`config.mk`:
```
export PLATFORM = sky130hd
export DESIGN_NAME = stepper_controller
export DESIGN_NICKNAME = d
export VERILOG_FILES = /design/src/rtl/stepper_controller.sv
export SDC_FILE = /design/constraint.sdc
export NUM_CORES = 1
export LEC_CHECK = 0
export ABC_AREA = 1
export ABC_CLOCK_PERIOD_IN_PS = 1000
export CAP_MARGIN = 30
export CORE_ASPECT_RATIO = 0.7
export CORE_MARGIN = 4
export CORE_UTILIZATION = 32
export DETAILED_ROUTE_END_ITERATION = 12
export GPL_ROUTABILITY_DRIVEN = 0
export PLACE_DENSITY = 0.7
export SYNTH_ARGS = -nofsm -noshare
export SYNTH_HDL_FRONTEND = slang
export SYNTH_SLANG_ARGS = --single-unit
```
`constraint.sdc`:
```
create_clock -name clk -period 1 [get_ports clk]
set_input_delay 0.15 -clock clk [delete_from_list [all_inputs] [get_ports clk]]
set_output_delay 0.15 -clock clk [all_outputs]
set_load 0.005 [all_outputs]
```
`src/rtl/stepper_controller.sv`:
```
// Control FSM for the stepper-motor application-specific processor.
// Turns the datapath's decoded instruction flags and status bits into every
// datapath control strobe: fetch/decode, single-cycle ALU and branch ops,
// timed pauses and multi-step relative moves driven by the temp register.
// Outputs are Mealy (state + inputs); every output defaults to 0.

module stepper_controller #(
  parameter int HS_REPEAT = 2
) (
  input  logic       clk,
  input  logic       reset_n,
  input  logic       br,
  input  logic       brz,
  input  logic       addi,
  input  logic       subi,
  input  logic       sr0,
  input  logic       srh0,
  input  logic       clr,
  input  logic       mov,
  input  logic       mova,
  input  logic       movr,
  input  logic       movrhs,
  input  logic       pause,
  input  logic       delay_done,
  input  logic       temp_is_positive,
  input  logic       temp_is_negative,
  input  logic       temp_is_zero,
  input  logic       register0_is_zero,
  output logic       write_reg_file,
  output logic       result_mux_select,
  output logic [1:0] op1_mux_select,
  output logic [1:0] op2_mux_select,
  output logic       start_delay_counter,
  output logic       enable_delay_counter,
  output logic       commit_branch,
  output logic       increment_pc,
  output logic       alu_add_sub,
  output logic       alu_set_low,
  output logic       alu_set_high,
  output logic       load_temp,
  output logic       increment_temp,
  output logic       decrement_temp,
  output logic [1:0] select_immediate,
  output logic [1:0] select_write_address
);

  // Pass counter is wide enough to hold HS_REPEAT itself, so the limit
  // comparison below never truncates.
  localparam int             PW       = $clog2(HS_REPEAT + 1);
  localparam logic [PW:0]    HS_LIMIT = (PW + 1)'(HS_REPEAT);

  typedef enum logic [2:0] {
    ST_FETCH   = 3'd0,
    ST_DECODE  = 3'd1,
    ST_P_START = 3'd2,
    ST_P_WAIT  = 3'd3,
    ST_M_CHECK = 3'd4,
    ST_M_START = 3'd5,
    ST_M_WAIT  = 3'd6
  } state_t;

  state_t          state_r;
  state_t          state_nxt_s;
  logic            hs_r;
  logic            hs_nxt_s;
  logic [PW-1:0]   pass_cnt_r;
  logic [PW-1:0]   pass_cnt_nxt_s;
  logic            pass_more_s;
  logic            take_branch_s;

  // Another delay pass is owed when the next pass index is still below the limit.
  assign pass_more_s   = ({1'b0, pass_cnt_r} + {{PW{1'b0}}, 1'b1}) < HS_LIMIT;
  // br always branches; brz only when R0 is zero (br has priority anyway).
  assign take_branch_s = br | (brz & register0_is_zero);

  // State, high-speed flag and pass counter registers; reset lands in FETCH.
  always_ff @(posedge clk or negedge reset_n) begin
    if (!reset_n) begin
      state_r    <= ST_FETCH;
      hs_r       <= 1'b0;
      pass_cnt_r <= '0;
    end else begin
      state_r    <= state_nxt_s;
      hs_r       <= hs_nxt_s;
      pass_cnt_r <= pass_cnt_nxt_s;
    end
  end

  // Next-state and Mealy output decode; all strobes default low.
  always_comb begin
    state_nxt_s          = state_r;
    hs_nxt_s             = hs_r;
    pass_cnt_nxt_s       = pass_cnt_r;
    write_reg_file       = 1'b0;
    result_mux_select    = 1'b0;
    op1_mux_select       = 2'b00;
    op2_mux_select       = 2'b00;
    start_delay_counter  = 1'b0;
    enable_delay_counter = 1'b0;
    commit_branch        = 1'b0;
    increment_pc         = 1'b0;
    alu_add_sub          = 1'b0;
    alu_set_low          = 1'b0;
    alu_set_high         = 1'b0;
    load_temp            = 1'b0;
    increment_temp       = 1'b0;
    decrement_temp       = 1'b0;
    select_immediate     = 2'b00;
    select_write_address = 2'b00;

    case (state_r)
      ST_FETCH: begin
        // Instruction ROM is synchronous: give it a cycle after any PC change.
        state_nxt_s = ST_DECODE;
      end

      ST_DECODE: begin
        state_nxt_s = ST_FETCH;
        if (take_branch_s) begin
          op1_mux_select   = 2'b00;
          op2_mux_select   = 2'b01;
          select_immediate = 2'b00;
          commit_branch    = 1'b1;
        end else if (brz) begin
          increment_pc = 1'b1;
        end else if (addi || subi) begin
          op1_mux_select       = 2'b01;
          op2_mux_select       = 2'b01;
          select_immediate     = 2'b01;
          alu_add_sub          = subi;
          write_reg_file       = 1'b1;
          select_write_address = 2'b00;
          increment_pc         = 1'b1;
        end else if (sr0 || srh0) begin
          op1_mux_select       = 2'b10;
          op2_mux_select       = 2'b01;
          select_immediate     = 2'b10;
          alu_set_low          = sr0;
          alu_set_high         = ~sr0;
          write_reg_file       = 1'b1;
          select_write_address = 2'b10;
          increment_pc         = 1'b1;
        end else if (clr) begin
          op1_mux_select       = 2'b01;
          op2_mux_select       = 2'b10;
          alu_set_low          = 1'b1;
          alu_set_high         = 1'b1;
          write_reg_file       = 1'b1;
          select_write_address = 2'b00;
          increment_pc         = 1'b1;
        end else if (mov) begin
          op1_mux_select       = 2'b01;
          op2_mux_select       = 2'b10;
          write_reg_file       = 1'b1;
          select_write_address = 2'b01;
          increment_pc         = 1'b1;
        end else if (mova) begin
          // Absolute move: position <- Rs, then settle through a pause.
          op1_mux_select       = 2'b01;
          op2_mux_select       = 2'b10;
          write_reg_file       = 1'b1;
          select_write_address = 2'b11;
          state_nxt_s          = ST_P_START;
        end else if (movr || movrhs) begin
          load_temp   = 1'b1;
          hs_nxt_s    = movrhs;
          state_nxt_s = ST_M_CHECK;
        end else if (pause) begin
          state_nxt_s = ST_P_START;
        end else begin
          increment_pc = 1'b1;
        end
      end

      ST_P_START: begin
        start_delay_counter = 1'b1;
        state_nxt_s         = ST_P_WAIT;
      end

      ST_P_WAIT: begin
        enable_delay_counter = 1'b1;
        if (delay_done) begin
          increment_pc = 1'b1;
          state_nxt_s  = ST_FETCH;
        end else begin
          state_nxt_s = ST_P_WAIT;
        end
      end

      ST_M_CHECK: begin
        if (temp_is_zero) begin
          increment_pc = 1'b1;
          state_nxt_s  = ST_FETCH;
        end else if (temp_is_positive || temp_is_negative) begin
          // One step toward zero: position +/- 1, temp -/+ 1.
          op1_mux_select       = 2'b11;
          op2_mux_select       = 2'b11;
          alu_add_sub          = temp_is_negative;
          write_reg_file       = 1'b1;
          select_write_address = 2'b11;
          decrement_temp       = ~temp_is_negative;
          increment_temp       = temp_is_negative;
          pass_cnt_nxt_s       = '0;
          state_nxt_s          = ST_M_START;
        end else begin
          // No sign flag at all: treat as finished rather than stall.
          increment_pc = 1'b1;
          state_nxt_s  = ST_FETCH;
        end
      end

      ST_M_START: begin
        start_delay_counter = 1'b1;
        state_nxt_s         = ST_M_WAIT;
      end

      ST_M_WAIT: begin
        enable_delay_counter = 1'b1;
        if (delay_done) begin
          if (hs_r && pass_more_s) begin
            pass_cnt_nxt_s = pass_cnt_r + {{(PW-1){1'b0}}, 1'b1};
            state_nxt_s    = ST_M_START;
          end else begin
            state_nxt_s = ST_M_CHECK;
          end
        end else begin
          state_nxt_s = ST_M_WAIT;
        end
      end

      default: begin
        state_nxt_s = ST_FETCH;
      end
    endcase
  end

endmodule

```
==> results of run 1 <==
[per-stage QoR]
stage,worst slack (ns),total power [W],cells,hold slack [ns]
detailed placement,-0.908,0.00109,205,0.407
floorplan,-0.122,0.000553,113,-0.146
global placement,-0.853,0.00106,205,0.407
global route,-0.852,0.00210,231,0.127
finish,-0.821,0.00205,231,0.108
CTS,-0.579,0.00166,227,0.151
[cell type report]
type | count | area, um^2 | share of cell area, %
sequential | 6 | 150 | 8.79
multi-input combinational | 87 | 642 | 37.6
clock buffer | 3 | 22.5 | 1.32
tap | 22 | 27.5 | 1.61
inverter | 19 | 76.3 | 4.47
timing repair buffer | 94 | 790 | 46.2
[cell families after synthesis]
kind of cell / share of synthesized area [%]
AOI/OAI and AO/OA: 12.9
adders and majority gates: 2.02
buffers and inverters: 12.7
DFF: 24.2
other: 0.604
and+or+nand+nor: 47.6
[sequential cells by signal, indices dropped and copies added (netlist names)]
register	flops
state_r	3
pass_cnt_r	2
hs_r	1
[synth_stat cells (all sizes together)]
library cell / n / share of area, %
o21ai: 10 / 8.1
buf: 1 / 1.2
ha: 1 / 2.0
nor2: 27 / 18
nand2: 25 / 16
nand3: 14 / 11
conb: 1 / 0.60
and2: 1 / 1.0
a21oi: 6 / 4.8
nor3: 1 / 0.81
or2: 1 / 1.4
inv: 19 / 11
dfrtp: 6 / 24
[timing repair]
| action | in CTS | in global routing |
|---|---|---|
| buffers inserted | 22 | 11 |
| gates resized for setup | 126 | 35 |
| setup endpoints to repair | 25 | 25 |
| pin swaps | 21 | 20 |
[critical path: stages (launching register included)]
cell and delay (ns):
dfrtp_1 0.47, inv_2 0.10, buf_6 0.13, nor2_4 0.14, nand3_4 0.14, nor2_4 0.13, nor2_1 0.06, o21ai_1 0.08
buf_2 0.13
[power by group through the flow]
| stage | combinational [W] | sequential, W | clock, W |
|---|---|---|---|
| after global routing | 0.00149 | 0.000312 | 0.000293 |
| final | 0.00146 | 0.000316 | 0.000280 |
| after floorplan | 0.000257 | 0.000296 | 0 |
| after CTS | 0.00114 | 0.000296 | 0.000221 |
| after global placement | 0.000764 | 0.000296 | 0 |
| after detailed placement | 0.000791 | 0.000297 | 0 |
[metal layers]
metal	vias up	GRT usage, %	wire length (um)
met4	0	4.33	425
met2	136	50.5	2240
met1	636	27.7	1780
met5	-	0	0
li1	553	-	-
met3	51	4.29	544
[path summary, 6_finish.rpt]
check | from | slack (ns) | endpoint | cells after the start
worst max register to register | state_r[0] | -0.73 | hs_r | 10
worst min-delay path | reset_n | 0.11 | state_r[0] | 1
max in group asynchronous | reset_n | 0.64 | hs_r | 1
worst min register to register | hs_r | 0.56 | hs_r | 2
min in group clk | movrhs | 0.52 | hs_r | 3
worst max-delay path | state_r[0] | -0.82 | op1_mux_select[0] | 8
==> results_dict.tcl, run 1 <==
set metrics [dict create \
    power_frac_clock_pct 13.7 \
    nFillCells 61 \
    dr.pass1.iters 4 \
    dp_hpwl_um 2030 \
    utilization_pct 92.1 \
    start_util_pct 33.5 \
    clkTransAtPathRegs_ns 0.07 \
    vdd_ir_drop_max_v 0.00127 \
    die_width_um 60.6 \
    critPathArrivalTime_ns 1.67 \
    p_sw_share_pct 42.3 \
    syn_area_per_cell_um2 5.49 \
    rows 13 \
    rsz0062_at_grt "yes" \
    fin_area_um2 1710 \
    htreeDepth 1 \
    p_leak_nw 0.918 \
    cts_tree "built" \
    nets 231 \
    grt_util_all_layers_pct 25.1 \
    areaGrowthSynthToFinish_pct 175 \
    grt_pass1_vias 1169 \
    drtIter0Drc 100 \
    vias_per_cell 5.96 \
    grt_pass1_wl_um 5110 \
    syn_nets 133 \
    fin_ws_ns -0.821 \
    io_buffers 37 \
    hp-class "in2async" \
    hold_viol 0 \
    core_area_um2 1850 \
    num_vias 1376 \
    antennaDiodeCount 0 \
    grt_antenna_before_repair 0 \
    slew_viol_final 0 \
    synth_cell_types 17 \
    netlist_area_um2 621 \
    crit_path_end_kind "primary output" \
    fin_crit_ns 1.82 \
    setup_viol 25 \
    drive_gt1_share_pct 62.7 \
    p_comb_share_pct 71.0 \
    violations "setup timing" \
    ctsLongestPathBuffers 2 \
    grt_max_degree 8 \
    power_density_nw_per_um2 1200 \
    status "finished with violations" \
    required_ns 0.85 \
    die-area_um2 2720 \
    skew_ns 0.0200 \
    fmax_ghz 0.549 \
    clock-sinks 6 \
    layout_commonest_cell "buf_4" \
    post_dp_cell_area_um2 1310 \
    seqPwrFrac_pct 15.4 \
    p_int_w 0.00118 \
    ys_seq_area_share_pct 24.2 \
    clockRootBuffer "clkbuf_4" \
    layout_common_cells "buf_4 (37), buf_6 (22), clkdlybuf4s50_1 (17), buf_2 (17), nand2_1 (15)" \
    synth_warnings 0 \
    start_kind "flip-flop" \
    io_pins 39 \
    finalSetupTns_ns -17.00 \
    final_antenna_net_count 0 \
    synth_cells 113 \
    power.switching_w 0.000868 \
    fp.dieH_um 44.8 \
    grt_overflow 0 \
    wl_um 4990 \
    drt_drc_violations_left 0 \
    cap_violations 0 \
    path_class "reg2out" \
    path_max_fanout 4 \
    clock_latency_ns 0.29 \
    ys_seq_elements 6 \
    cts_buffers 3 \
    finalCritPeriodShare_pct 182 \
    wl_per_cell_um 21.6 \
    hold_buffers 0 \
]
Power figures use the tool's default switching activity.
==> inputs of run 2 (changes only) <==
--- a/config.mk
+++ b/config.mk
@@ -8,12 +8,12 @@
 export ABC_AREA = 1
 export ABC_CLOCK_PERIOD_IN_PS = 1000
 export CAP_MARGIN = 30
-export CORE_ASPECT_RATIO = 0.7
-export CORE_MARGIN = 4
-export CORE_UTILIZATION = 32
+export CORE_AREA = 4 4 41 43
 export DETAILED_ROUTE_END_ITERATION = 12
+export DIE_AREA = 0 0 45 47
+export DONT_BUFFER_PORTS = 1
 export GPL_ROUTABILITY_DRIVEN = 0
-export PLACE_DENSITY = 0.7
+export PLACE_DENSITY = 0.6
 export SYNTH_ARGS = -nofsm -noshare
 export SYNTH_HDL_FRONTEND = slang
 export SYNTH_SLANG_ARGS = --single-unit
==> results_dict.tcl, run 2 (synthesis gave the netlist of run 1 again) <==
set metrics [dict create \
    post_dp_cell_area_um2 847 \
    grt_util_all_layers_pct 22.9 \
    core_area_um2 1300 \
    power_density_nw_per_um2 1240 \
    rows 13 \
    vias_per_cell 5.39 \
    violations "setup timing" \
    clock-sinks 6 \
    skew_ns 0.00295 \
    dr.pass1.iters 4 \
    num_vias 867 \
    grt_pass1_wl_um 3550 \
    required_ns 0.85 \
    drive_gt1_share_pct 54.8 \
    setup_viol 25 \
    finalCritPeriodShare_pct 147 \
    hp-class "in2reg" \
    nFillCells 83 \
    path_cells "inv_2, nand3_4, nor2_4, buf_4, nand3_4, inv_2" \
    p_leak_nw 0.570 \
    grt_overflow 0 \
    nets 168 \
    io_buffers 0 \
    drt_drc_violations_left 0 \
    utilization_pct 85.0 \
    grt_pass1_vias 826 \
    critPathArrivalTime_ns 1.32 \
    areaGrowthSynthToFinish_pct 78.2 \
    holdWs_ns 0.0346 \
    fin_ws_ns -0.474 \
    io_pins 39 \
    wl_per_cell_um 14.4 \
    path_max_fanout 4 \
    layout_common_cells "buf_4 (25), nand2_1 (19), nor2_1 (14)" \
    final_antenna_net_count 0 \
    largest_register_ffs 3 \
    cts_tree "built" \
    clockRootBuffer "clkbuf_4" \
    top_regs "state_r (3), pass_cnt_r (2), hs_r (1)" \
    ctsLongestPathBuffers 2 \
    crit_path_end_kind "primary output" \
    clock_latency_ns 0.24 \
    start_util_pct 47.7 \
    layout_commonest_cell "buf_4" \
    grt_max_degree 10 \
    slew_viol_final 0 \
    status "finished with violations" \
    rsz0062_at_grt "yes" \
    die-area_um2 2120 \
    crit_slowest_cell "dfrtp_1" \
    start_kind "flip-flop" \
    vdd_ir_drop_max_v 0.000954 \
    path_class "reg2out" \
    antennaDiodeCount 0 \
    fin_area_um2 1110 \
    fp.dieH_um 47 \
    max_stage_delay_ns 0.43 \
    fmax_ghz 0.679 \
    die_width_um 45 \
    dp_hpwl_um 1530 \
    drtIter0Drc 33 \
    top_register "state_r" \
    fin_crit_ns 1.47 \
    grt_antenna_before_repair 0 \
    clkTransAtPathRegs_ns 0.04 \
    dp_worst_setup_slack_ns -0.221 \
    htreeDepth 1 \
    cap_violations 0 \
    cts_buffers 3 \
    hold_viol 0 \
    wl_um 2320 \
]
## run 2: cell count changes in the layout (fill, tap and decap cells not counted), moves of 3 or more
cell | previous run | this run
nand2_4 | 5 | 1
nor2_4 | 9 | 5
buf_4 | 37 | 25
clkdlybuf4s50_1 | 17 | 0
o21ai_0 | 0 | 3
o21ai_1 | 5 | 1
nand2_1 | 15 | 19
nor2_1 | 10 | 14
buf_6 | 22 | 5
buf_2 | 17 | 0
## run 2: final timing paths
path,from,to,slack (ns),depth (start not counted)
setup / recovery,state_r[1],load_temp,-0.47,6
hold / removal,movrhs,hs_r,0.03,2
setup reg to reg,state_r[1],hs_r,-0.23,7
hold reg to reg,hs_r,hs_r,0.49,2
max in group asynchronous,reset_n,state_r[2],0.53,1
min in group asynchronous,reset_n,hs_r,0.22,1
## run 2: per-layer routing
layer / part of all wire, % / GRT usage [%] / wire length [um]
met1: 39 / 29.6 / 893
met4: 1.5 / 5.26 / 34
met3: 9.1 / 4.60 / 212
met5: 0 / 0 / 0
met2: 51 / 39.5 / 1180
## run 2: report_power, final
group / leakage (nW) / internal [W] / switching (W)
registers: 0.0799 / 0.000269 / 0.0000314
clock network: 0.0138 / 0.000135 / 0.0000832
logic: 0.476 / 0.000419 / 0.000429
## run 2: worst max-delay path, delay by kind of cell, from the launching register on
| family | cells | cell delay [ns] |
|---|---|---|
| flip-flops | 1 | 0.43 |
| buffers and inverters | 3 | 0.33 |
| AND/OR/NAND/NOR | 3 | 0.32 |
## run 2: timing repair
action	4_1_cts	5_1_grt
setup endpoints to repair	25	25
gates resized for setup	32	17
endpoints found under the hold margin	6	0
buffers inserted	3	4
pin swaps	16	8
hold buffers	1	0
## run 2: area by class of cell
| type | instances | area, um^2 | share of cell area (%) |
|---|---|---|---|
| clock buffer | 3 | 22.5 | 2.04 |
| sequential | 6 | 151 | 13.7 |
| multi-input combinational | 87 | 586 | 52.9 |
| inverter | 19 | 73.8 | 6.67 |
| timing repair buffer | 31 | 254 | 23.0 |
| tap | 15 | 18.8 | 1.70 |
## run 2: per-stage QoR
step	TNS, ns	total power [W]	instances
floorplan	-1.40	0.000553	113
global placement	-2.89	0.000834	150
detailed placement	-3.69	0.000849	150
CTS	-7.81	0.00125	157
global route	-10.67	0.00146	161
finish	-9.17	0.00137	161
